--- config.mk ---
export PLATFORM = sky130hd
export DESIGN_NAME = demo_vga_core
export DESIGN_NICKNAME = d
export VERILOG_FILES = /design/src/rtl/demo_vga_core.sv
export SDC_FILE = /design/constraint.sdc
export NUM_CORES = 1
export LEC_CHECK = 0
export ABC_AREA = 1
export ABC_CLOCK_PERIOD_IN_PS = 1800
export CAP_MARGIN = 20
export CORE_MARGIN = 1
export CORE_UTILIZATION = 49
export CTS_CLUSTER_SIZE = 30
export DETAILED_ROUTE_END_ITERATION = 8
export PLACE_DENSITY = 0.73
export SYNTH_ARGS = -nofsm -noshare
export SYNTH_HDL_FRONTEND = slang
export SYNTH_SLANG_ARGS = --single-unit
--- constraint.sdc ---
create_clock -name clk -period 1.8 [get_ports clk]
set_input_delay 0.45 -clock clk [delete_from_list [all_inputs] [get_ports clk]]
set_output_delay 0.45 -clock clk [all_outputs]
set_load 0.05 [all_outputs]
--- src/rtl/demo_vga_core.sv ---
// demo_vga_core: VGA raster timing generator with four frame-latched test patterns
module demo_vga_core #(
    parameter int H_ACTIVE  = 640,
    parameter int H_FP      = 16,
    parameter int H_SYNC    = 96,
    parameter int H_BP      = 48,
    parameter int V_ACTIVE  = 480,
    parameter int V_FP      = 10,
    parameter int V_SYNC    = 2,
    parameter int V_BP      = 33,
    parameter int CBITS     = 2,
    parameter bit SYNC_POL  = 1'b0,
    parameter int FRAME_W   = 8,
    parameter int BAR_SHIFT = 6
) (
    input  logic                 clk,
    input  logic                 rst_n,
    input  logic                 ena,
    input  logic [1:0]           mode,
    output logic [3*CBITS-1:0]   rgb,
    output logic                 hsync,
    output logic                 vsync,
    output logic                 de,
    output logic                 frame_start,
    output logic [FRAME_W-1:0]   frame_cnt
);
    localparam int H_TOTAL = H_ACTIVE + H_FP + H_SYNC + H_BP;
    localparam int V_TOTAL = V_ACTIVE + V_FP + V_SYNC + V_BP;
    localparam int HW = $clog2(H_TOTAL);
    localparam int VW = $clog2(V_TOTAL);
    localparam int AW0 = HW > VW ? HW : VW;
    localparam int AW = AW0 > 6 ? AW0 : 6;
    localparam int CW = 3 * CBITS;
    localparam logic [HW-1:0] H_LAST = HW'(H_TOTAL - 1);
    localparam logic [HW-1:0] H_VIS  = HW'(H_ACTIVE);
    localparam logic [HW-1:0] H_SS   = HW'(H_ACTIVE + H_FP);
    localparam logic [HW-1:0] H_SE   = HW'(H_ACTIVE + H_FP + H_SYNC);
    localparam logic [VW-1:0] V_LAST = VW'(V_TOTAL - 1);
    localparam logic [VW-1:0] V_VIS  = VW'(V_ACTIVE);
    localparam logic [VW-1:0] V_SS   = VW'(V_ACTIVE + V_FP);
    localparam logic [VW-1:0] V_SE   = VW'(V_ACTIVE + V_FP + V_SYNC);

    logic [HW-1:0] hcnt;
    logic [VW-1:0] vcnt;
    logic [1:0]    mode_q;
    logic          h_last, v_last, wrap, vis;
    logic [AW-1:0] h_ext, v_ext;
    logic [HW-1:0] h_sum;
    logic          chk;
    logic [2:0]    bar;
    logic [CW-1:0] pix;

    assign h_last = hcnt == H_LAST;
    assign v_last = vcnt == V_LAST;
    assign wrap   = h_last && v_last;
    assign vis    = (hcnt < H_VIS) && (vcnt < V_VIS);

    // Pattern generator for the current raster position; frame_cnt is stable across a frame
    always_comb begin
        h_ext = AW'(hcnt);
        v_ext = AW'(vcnt);
        h_sum = hcnt + HW'(frame_cnt);
        chk   = 1'((AW'(h_sum) ^ v_ext) >> 5);
        bar   = 3'(hcnt >> BAR_SHIFT);
        pix   = mode_q == 2'd0 ? {{CBITS{bar[2]}}, {CBITS{bar[1]}}, {CBITS{bar[0]}}} :
                mode_q == 2'd1 ? {CW{chk}} :
                mode_q == 2'd2 ? CW'(h_ext ^ v_ext) + CW'(frame_cnt) :
                frame_cnt[CW-1:0];
    end

    // Raster counters; frame count and pattern mode only change at the end-of-frame wrap
    always_ff @(posedge clk or negedge rst_n) begin
        if (!rst_n) begin
            hcnt      <= '0;
            vcnt      <= '0;
            frame_cnt <= '0;
            mode_q    <= '0;
        end else if (ena) begin
            hcnt <= h_last ? '0 : hcnt + HW'(1);
            if (h_last)
                vcnt <= v_last ? '0 : vcnt + VW'(1);
            if (wrap) begin
                frame_cnt <= frame_cnt + FRAME_W'(1);
                mode_q    <= mode;
            end
        end
    end

    // Registered outputs, all one cycle behind the counters so they stay mutually aligned
    always_ff @(posedge clk or negedge rst_n) begin
        if (!rst_n) begin
            rgb         <= '0;
            de          <= 1'b0;
            frame_start <= 1'b0;
            hsync       <= ~SYNC_POL;
            vsync       <= ~SYNC_POL;
        end else if (ena) begin
            de          <= vis;
            rgb         <= vis ? pix : '0;
            hsync       <= (hcnt >= H_SS && hcnt < H_SE) ? SYNC_POL : ~SYNC_POL;
            vsync       <= (vcnt >= V_SS && vcnt < V_SE) ? SYNC_POL : ~SYNC_POL;
            frame_start <= hcnt == '0 && vcnt == '0;
        end
    end
endmodule
* Yosys cells after proc, flatten, opt, wreduce, memory -nomap -nowiden *
Index checks and enable logic that the tools add are counted.

operators by class
  $add $sub $neg = 5
  order comparisons = 6
  eq/ne operators = 4
  mux-type cells = 8
  bitwise operators = 2
  reductions and logical operators = 10

operators by type and width
  operator               number
  $mux 6                 4
  $add 10x1->10 const B  2
  $eq 10x10->1 const B   2
  $logic_not 10->1       2
  $lt 10x10->1 const B   2
  $lt 10x9->1 const B    2
  $mux 10                2
  $add 6x6->6            2
  $xor 6x6->6            2
  $ge 10x10->1 const B   1
  $ge 10x9->1 const B    1
  $add 8x1->8 const B    1
  $logic_and 1x1->1      5
  $reduce_and 2->1       2
  $eq 2x1->1 const B     1
  $eq 2x2->1 const B     1
  $logic_not 2->1        1
  $mux 1                 2

word-level totals
  register bits = 40
  word-level logic and storage cells = 44

* Depth between registers and ports, before layout *
  depth after elaboration = 6
  gate-level depth with buffers = 12
  depth with buffers taken out = 12

* Least setup slack after synthesis *
OpenSTA, ideal clock, no wires.

  path kind = reg2reg
  start = reg frame_cnt[0]
  end = reg rgb[4]
  data arrival time = 1.851 ns
  required time = 1.735 ns
  slack = -0.116 ns
  cell stages (with the launch flop) = 10
  path buffers = 0
  cells stage by stage = dfrtp_1 ha_1 inv_1 fa_1 o21ai_0 or2_2 nand3_1 nand2_1 nand2_1 nand2_1

on the way
  longest elaborated chain between the ends = 5
  elaborated cells on any way between the ends = 7
  classes of those cells = add/sub (2); mux (4); bitwise (1)

RTL lines
  item                                   line    text
  start, declared                        25      output logic [FRAME_W-1:0] frame_cnt
  start signal, assigned                 83      frame_cnt <= frame_cnt + FRAME_W'(1);
  $add 6x6->6, on equally long branches  67, 62
  $mux 6 or $xor 6x6->6 (tied branches)  67, 63
  $mux 6 (*)                             66      mode_q == 2'd1 ? {CW{chk}} :
  $mux 6 (*)                             65      pix = mode_q == 2'd0 ? {{CBITS{bar[2]}}, {CBITS{bar[1]}}, {CBITS{bar[0]}}} :
  $mux 6 (*)                             99      rgb <= vis ? pix : '0;
  end signal, assigned                   99
  end, declared                          20      output logic [3*CBITS-1:0] rgb,

Every way passes the cells marked *; elsewhere a longest branch is shown, timed or not.
A chain may end at the register's enable or synchronous reset.

* Worst setup path after layout *
  start = reg vcnt[0] (netlist: v_ext[0])
  end = reg rgb[4]

on the way
  longest elaborated chain between the ends = 6
  elaborated cells on any way between the ends = 8
  classes of those cells = add/sub (1); order compare (1); mux (4); bitwise (1); reduce/logical (1)

RTL lines
  item                    line  text
  start, declared         44    logic [VW-1:0] vcnt;
  start signal, assigned  81    vcnt <= v_last ? '0 : vcnt + VW'(1);
  $xor 6x6->6             67    mode_q == 2'd2 ? CW'(h_ext ^ v_ext) + CW'(frame_cnt) :
  $add 6x6->6             67
  $mux 6                  67
  $mux 6                  66
  $mux 6                  65
  $mux 6 (*)              99

Marks and branches as above.

==> metrics <==
status=finished with violations; failing checks=negative setup slack; cells after synthesis=362; Final WS setup=-0.05383 ns; DR WL/cell=13.64 um; final wirelength=6778 um; Yosys cell types=41; global routing's busiest layer=met2; Worst Clk Skew=0.004577 ns; Ant. Diodes=0; asr flop ratio synth=1.000; Longest Clk Path Bufs=2; Pleak=0.001865 uW; clock share of power=0.241; share of power burned in registers=0.395; DP Cell Count=483; # rows=26; cell area after layout=0.003546 mm2; GRT Residual Overflow=0; H-tree levels=2; Final setup viols=3; Routed Antenna Nets=0; Core Area=0.005238 mm2; Setup Crit Path Kind=flop to flop; Final min period=1.854 ns; Layout area overhead=29.52%; DR vias=2555; Sw Share=0.3446; via/cell ratio=5.141; number of buffers created by CTS=5; Logic pwr share=0.363; Internal Pwr Total=1712 uW; Final Cycle Share=1.030; Crit path top cell by count=nand2_1; largest net degree at the start of global routing=23; Sequential Area=0.001011 mm2; Non-Filler Instances=497; Filler Cells Inserted=417; Critical Path AT=2.09 ns; CTS clock-pin slew for the worst setup and hold paths=0.08 ns; IO Pins=23; WP data required=2.03 ns; first-pass iteration count of the detailed router=4; Max stage delay on crit path=0.41 ns; DRC=0; Port Buffers=22; grt met2 use=0.3938; 1st-iter DRT viols=103; clock root buffer=clkbuf_8; Worst setup SP type=flop; final hold vios=0; CP top delay family=adder cells; Max Fclk=539.4 MHz; gr usage total=0.2377; Initial Util=0.5227; CP bufs+invs=1; GR Util met3=0.04167; Crit Path Max Fanout=2; Power Dens Cells=736.6 mW/mm2; die height=76.75 um; Slew Limit Fails=0; Post-synth top flop=dfrtp_1; WHS=0.1185 ns; Synth Warn #=0; worst rel slew slack=0.6795; Die X=76.75 um; CP cell instances=xor2_1 > ha_2 > inv_2 > fa_2 > o21ai_2 > or2_2 > nand3_1 > nand2_1 > nand2_1 > nand2_1; Multi-input gate area=0.001597 mm2; Worst setup EP type=flop; total chip power=2612 uW; RSZ-0062 raised after global routing=true; flops & latches, synth=40; Post-Syn Nets=382; Post-Syn Area=0.002738 mm2; Mean Syn Cell Area=7.563 um2; register area share after synthesis=0.3665; vias in the first global route=2384; Detailed Place HPWL=5128 um; Die ar.=0.005890 mm2; maxcap violations=0; post-placement cell area=0.003303 mm2; maximum VDD drop=614.7 uV; met1 Track Usage GR=0.3196; worst-margin pin slew=0.4790 ns; Worst path slowest cell=dfrtp_1; number of flops mapped to enable cells by yosys=0; Place WS=-0.1660 ns; clk_lat worst skew=0.29 ns; Worst Hold Class=input port to async pin; Clock Sinks=40; layout cell share with drive strength beyond 1=0.2623; global-route wire length before repair=11100 um; CTS tree=yes; nets=446; antenna violations before repair=0; Routability Congestion=0.9135; Psw=900.2 uW
## worst paths after layout
check,to,startpoint,slack (ns),cells past startpoint
min in group clk,rgb[2],rgb[2],0.47,2
max in group asynchronous,hsync,rst_n,1.38,2
max,rgb[4],v_ext[0],-0.05,10
max reg2reg,rgb[4],v_ext[0],-0.05,10
min,v_ext[8],rst_n,0.12,2
min reg2reg,rgb[2],rgb[2],0.47,2
## cells in the mapped netlist, types with 2 or more instances
cell,instances,share of area
inv_1,52,0.071
nor4_1,3,0.0069
o21ai_0,18,0.033
nand4_1,9,0.021
nand2_1,103,0.14
xnor2_1,3,0.0096
buf_2,3,0.0055
a21oi_1,17,0.031
nand3_1,21,0.038
dfrtp_1,38,0.35
nor2_1,22,0.030
nand3_4,2,0.013
xor2_1,15,0.048
nand2_2,3,0.0069
ha_1,14,0.064
nor3_1,12,0.022
dfstp_2,2,0.019
o21ai_1,2,0.0037
## logic make-up after synthesis
family / count (synthesis) / share of synthesized area
and+or+nand+nor: 187 / 0.3295
AOI/OAI and AO/OA: 42 / 0.08319
buffers and inverters: 59 / 0.08592
xor gates and xnor gates: 19 / 0.06353
DFF: 40 / 0.3665
adders and majority gates: 15 / 0.07130
## per-stage QoR
step,TNS [ns],utilization
global placement,-0.5719,0.6307
finish,-0.09905,0.6770
global route,-0.4817,0.6770
detailed placement,-1.221,0.6307
CTS,-0.02003,0.6493
floorplan,0,-
## state kept, by name, indices dropped and copies added, names as in the netlist
| name | count |
|---|---|
| v_ext | 10 |
| vsync | 1 |
| hsync | 1 |
| frame_cnt | 8 |
| de | 1 |
| mode_q | 2 |
| rgb | 6 |
| frame_start | 1 |
| h_ext | 10 |
## layout make-up
| cell class | instances | share of cell area |
|---|---|---|
| clock buffer | 8 | 0.02541 |
| inverter | 53 | 0.05752 |
| multi-input combinational | 263 | 0.4502 |
| sequential | 40 | 0.2851 |
| tap | 70 | 0.02470 |
| timing repair buffer | 63 | 0.1570 |
## what timing repair did
item	in CTS	in global routing
hold buffers	0	0
pin swaps	0	18
endpoints found under the setup margin	5	22
resized for setup	2	26
setup buffers	0	6
## cell usage in the layout, fill, tap and decap left out, types with 3 or more instances in the layout
master	count
inv_1	50
nand2_1	101
buf_12	6
ha_2	3
buf_4	52
o21ai_0	16
nor4_1	3
xor2_1	14
clkbuf_8	6
nand4_1	9
nor3_1	12
dfrtp_1	32
nand3_2	3
nand2_2	4
ha_1	9
clkdlybuf4s50_1	3
nand3_1	19
a21oi_1	15
a21oi_2	3
dfrtp_2	6
o21ai_1	3
nor2_1	21
## layer usage
metal	vias to the layer above	part of all wire
met5	-	0
met1	1188	0.45
met3	9	0.051
met4	0	0.010
met2	64	0.49
li1	1294	-
## power by group through the flow
stage	Sequential, uW	Clock [uW]	Combinational [uW]
after CTS	1020	641	743
after floorplan	1040	0	475
after detailed placement	1040	0	729
after global placement	1040	0	708
final	1030	630	949
after global routing	1040	673	1050
Note: power is estimated with default switching activity, not from simulation.
